File: src/rtl/alu_regfile_unit.sv
// WIDTH-bit ALU with NREGS-entry register file, registered result/flags and a stored
// carry for multi-precision chains; valid/ready on both sides, one-cycle latency.
module alu_regfile_unit #(
  parameter int WIDTH = 8,
  parameter int NREGS = 16,
  localparam int AW = $clog2(NREGS)
) (
  input  logic             clk,
  input  logic             rst,
  input  logic             in_valid,
  output logic             in_ready,
  input  logic [2:0]       I,
  input  logic             CI,
  input  logic [AW-1:0]    A_ADDR,
  input  logic [AW-1:0]    B_ADDR,
  input  logic             SRC_D,
  input  logic [WIDTH-1:0] D,
  input  logic             WE,
  input  logic [AW-1:0]    DEST,
  output logic             out_valid,
  input  logic             out_ready,
  output logic [WIDTH-1:0] F,
  output logic             CO,
  output logic             VO,
  output logic             NO,
  output logic             ZO,
  output logic             CF
);

  logic [WIDTH-1:0] regs [NREGS];
  logic [WIDTH-1:0] r_op;
  logic [WIDTH-1:0] s_op;
  logic [WIDTH-1:0] f_next;
  logic [WIDTH:0]   wide;
  logic             co_next;
  logic             vo_next;
  logic             is_sub;
  logic             is_arith;
  logic             cin;
  logic             accept;

  assign in_ready = !out_valid || out_ready;
  assign accept   = in_valid && in_ready;
  assign r_op     = SRC_D ? D : regs[A_ADDR];
  assign s_op     = regs[B_ADDR];

  // Opcodes 11x take the stored carry instead of CI, hence the I[2] select.
  always_comb begin
    is_sub   = (I == 3'b000) || (I == 3'b111);
    is_arith = is_sub || (I == 3'b010) || (I == 3'b110);
    cin      = I[2] ? CF : CI;
    wide     = '0;
    f_next   = '0;
    co_next  = 1'b0;
    vo_next  = 1'b0;
    case (I)
      3'b000, 3'b111: wide = {1'b0, s_op} + {1'b0, ~r_op} + {{WIDTH{1'b0}}, cin};
      3'b010, 3'b110: wide = {1'b0, s_op} + {1'b0, r_op} + {{WIDTH{1'b0}}, cin};
      3'b001:         f_next = s_op | r_op;
      3'b011:         f_next = ~(s_op ^ r_op);
      3'b100:         f_next = s_op & r_op;
      3'b101:         f_next = s_op ^ r_op;
      default:        f_next = '0;
    endcase
    if (is_arith) begin
      f_next  = wide[WIDTH-1:0];
      co_next = wide[WIDTH];
      vo_next = (is_sub ? (s_op[WIDTH-1] != r_op[WIDTH-1])
                        : (s_op[WIDTH-1] == r_op[WIDTH-1]))
                && (f_next[WIDTH-1] != s_op[WIDTH-1]);
    end
  end

  // Operands were read before this edge, so a write to a source register is seen next op.
  always_ff @(posedge clk) begin
    if (rst) begin
      out_valid <= 1'b0;
      F         <= '0;
      CO        <= 1'b0;
      VO        <= 1'b0;
      NO        <= 1'b0;
      ZO        <= 1'b0;
      CF        <= 1'b0;
      for (int k = 0; k < NREGS; k++) regs[k] <= '0;
    end else if (accept) begin
      out_valid <= 1'b1;
      F         <= f_next;
      CO        <= co_next;
      VO        <= vo_next;
      NO        <= f_next[WIDTH-1];
      ZO        <= (f_next == '0);
      if (is_arith) CF <= co_next;
      if (WE) regs[DEST] <= f_next;
    end else if (out_valid && out_ready) begin
      out_valid <= 1'b0;
    end
  end

endmodule

File: config.mk
export PLATFORM = sky130hd
export DESIGN_NAME = alu_regfile_unit
export DESIGN_NICKNAME = d
export VERILOG_FILES = /design/src/rtl/alu_regfile_unit.sv
export SDC_FILE = /design/constraint.sdc
export NUM_CORES = 1
export LEC_CHECK = 0
export CORE_ASPECT_RATIO = 0.5
export CORE_MARGIN = 5
export CORE_UTILIZATION = 61
export DETAILED_ROUTE_END_ITERATION = 8
export GPL_TIMING_DRIVEN = 1
export PLACE_DENSITY = 0.81
export SLEW_MARGIN = 5
export SYNTH_ARGS = -nofsm -noshare
export SYNTH_HDL_FRONTEND = slang
export SYNTH_SLANG_ARGS = --single-unit
File: constraint.sdc
create_clock -name clk -period 7.6 [get_ports clk]
set_input_delay 1.52 -clock clk [delete_from_list [all_inputs] [get_ports clk]]
set_output_delay 1.52 -clock clk [all_outputs]
set_load 0.02 [all_outputs]
==> qor.csv <==
metric,value,unit
status,finished clean,
Synth Warn #,0,
share of power burned in registers,0.391,
top_reg_cell synth,edfxtp_1,
Synth cell types,66,
Final ANT Viol Nets,0,
GPL Wtd Cong,0.952,
Final period util,0.790,
Net Switching,0.000739,W
Pint,0.00157,W
Startpoint Class,input port,
TritonCTS Buffers,17,
cells after synthesis,728,
RSZ-0062 raised after global routing,false,
Worst EP arrival,6380,ps
most frequent cells in the layout,"nor2_1 (157), edfxtp_1 (128), mux4_2 (75)",
Sum Neg Setup Slack,0,ps
1st-iter DRT viols,1197,
DPL Wire Length,17200,um
leakage power,3.62,nW
ant diodes,0,
Nets,801,
Max transition margin,0.223,
core area,14300,um^2
#FFs+latches synth,141,
final-layout fill cell count,948,
Worst Setup Path Type,input port to flip-flop,
gr ovfl total,0,
dpl ws,1260,ps
Post-synth EDFFs,128,
FF-to-FF path depth,13,
DRT Pass-1 Iters,6,
CTS tree,built,
cts repair resizes,0,
Initial Util,0.614,
Max Transition Viols Final,0,
die height,94.8,um
cells taking the most area after synthesis,"edfxtp_1 (44%), mux4_2 (19%), nor2_1 (6.7%)",
Worst Hold Class,flip-flop to flip-flop,
htree depth,4,
Synth area leader,edfxtp_1,
placed insts,924,
clock-pin slew on the worst setup and hold paths,70,ps
vias in the first global route,6658,
Die ar.,17000,um^2
FP Rows,31,
worst path required time,7970,ps
synthesis-to-finish area growth,12.6,%
CTS root buffer,clkbuf_16,
VDD IR max,0.000175,V
Final WS setup,1600,ps
CTS sink cnt,141,
"critical path fanouts, max",26,
Layout Utilization,0.692,
sequential cell area fraction in the yosys report,0.468,
Least-Margin Pin Slew,1170,ps
Critical Path End Type,flip-flop,
routed vias/inst,7.09,
total track usage,0.316,
initial antenna violation count,0,
Port Buffers,44,
final hold vios,0,
"most common cell after layout, fill and taps aside",nor2_1,
number of hold buffers added after cts,0,
"Setup Fix Bufs, Post-CTS",0,
final WL,26100,um
filler-free cell count of the finished design,955,
DRC Markers,0,
syn_area_per_cell,12.0,um^2
Vias,6771,
Post-Syn Area,8760,um^2
MaxCap Viol Count,0,
layout cells sized above 1,0.190,
fraction of power spent switching nets,0.320,
first-pass GRT wire length,40000,um
Multi-input gate area,4310,um^2
Max Clock Skew,13.2,ps
Clock Tree Buf Depth,2,
routed len/inst,27.3,um
hold depth,2,
ys async rst share,0,
syn_nets,784,
chip width,180,um
Combinational Power Share,0.229,
Fin Hold WS,453,ps
Setup Viol. Count Final,0,
Top Ports,45,
sequential cell area,4100,um^2
Clock Latency Late Sink,440,ps
pwr/cell area,234,nW/um^2
minimum clock period,6000,ps
clock network power share,0.381,
Max Clk Rate,0.167,GHz
Yosys top cell area share,0.439,
largest net degree at the start of global routing,36,
==> synthesized netlist by cell type (3+ instances only) <==
cell,instances
mux4_2,75
ha_1,23
inv_1,28
edfxtp_1,128
a21oi_1,22
o21ai_1,3
fa_1,3
a22o_1,3
a31oi_1,9
nand2_1,36
o21ai_0,8
nor2b_1,11
nor3_1,6
o22ai_1,3
a22oi_1,6
a21o_1,4
a221oi_2,3
nand3_1,10
nor2_1,157
a211oi_1,8
buf_1,8
and2_1,7
o31ai_1,3
clkbuf_1,31
buf_2,10
buf_6,3
a221oi_1,6
mux2i_1,20
xnor2_1,6
nor2_2,10
dfxtp_1,13
nand2b_1,18
nand4_1,3
==> cell families after synthesis <==
group | count (synthesis) | share of synthesized area
DFF | 141 | 0.468
adders and majority gates | 26 | 0.0397
and+or+nand+nor | 274 | 0.142
xor gates and xnor gates | 7 | 0.00700
AOI/OAI and AO/OA | 103 | 0.0877
muxes | 95 | 0.216
buffers and inverters | 82 | 0.0400
==> layout make-up <==
type / instances / share of cell area
clock buffer: 17 / 0.0431
clock inverter: 14 / 0.0177
inverter: 28 / 0.0106
multi-input combinational: 505 / 0.437
sequential: 141 / 0.416
tap: 198 / 0.0251
timing repair buffer: 52 / 0.0509
==> state kept, by name, summed over array words and instances, names as in the netlist <==
signal     cells
VO             1
CF             1
CO             1
ZO             1
out_valid      1
regs         128
F              8
==> power by group through the flow <==
stage	clock (W)	combinational (W)	sequential (W)
after global routing	0.000908	0.000560	0.000903
after global placement	0	0.000496	0.000911
after detailed placement	0	0.000504	0.000914
after floorplan	0	0.000358	0.000911
final	0.000879	0.000528	0.000901
after CTS	0.000872	0.000511	0.000900
==> per-layer routing <==
layer,up-vias,global-route usage,share of wire
li1,2778,-,-
met1,3249,0.408,0.35
met5,-,0,0
met2,640,0.493,0.45
met3,104,0.126,0.16
met4,0,0.113,0.037
==> stage by stage <==
stage          cell area (um^2)  power, W
2_1_floorplan              8760   0.00127
3_3_place_gp               9270   0.00141
3_5_place_dp               9270   0.00142
4_1_cts                    9870   0.00228
5_1_grt                    9870   0.00237
6_report                   9870   0.00231
==> final timing paths <==
kind | from | to | slack, ps
setup / recovery | A_ADDR[0] | ZO$_SDFFE_PP0P_ | 1600
hold / removal | F[6]$_SDFFE_PP0P_ | F[6]$_SDFFE_PP0P_ | 450
setup reg to reg | regs[14][0]$_SDFFCE_PN0P_ | ZO$_SDFFE_PP0P_ | 2980
hold reg to reg | F[6]$_SDFFE_PP0P_ | F[6]$_SDFFE_PP0P_ | 450
==> critical path, stage by stage <==
cell and delay, ps:
buf_2 650, mux4_2 610, mux4_2 490, mux2i_1 340, inv_1 140, fa_1 450, nand2_1 120, nand3_1 80
a31oi_1 150, a211oi_1 90, o22ai_2 930, nand4_1 240, nor4bb_1 350, a31o_1 190
Note: power is estimated with default switching activity, not from simulation.
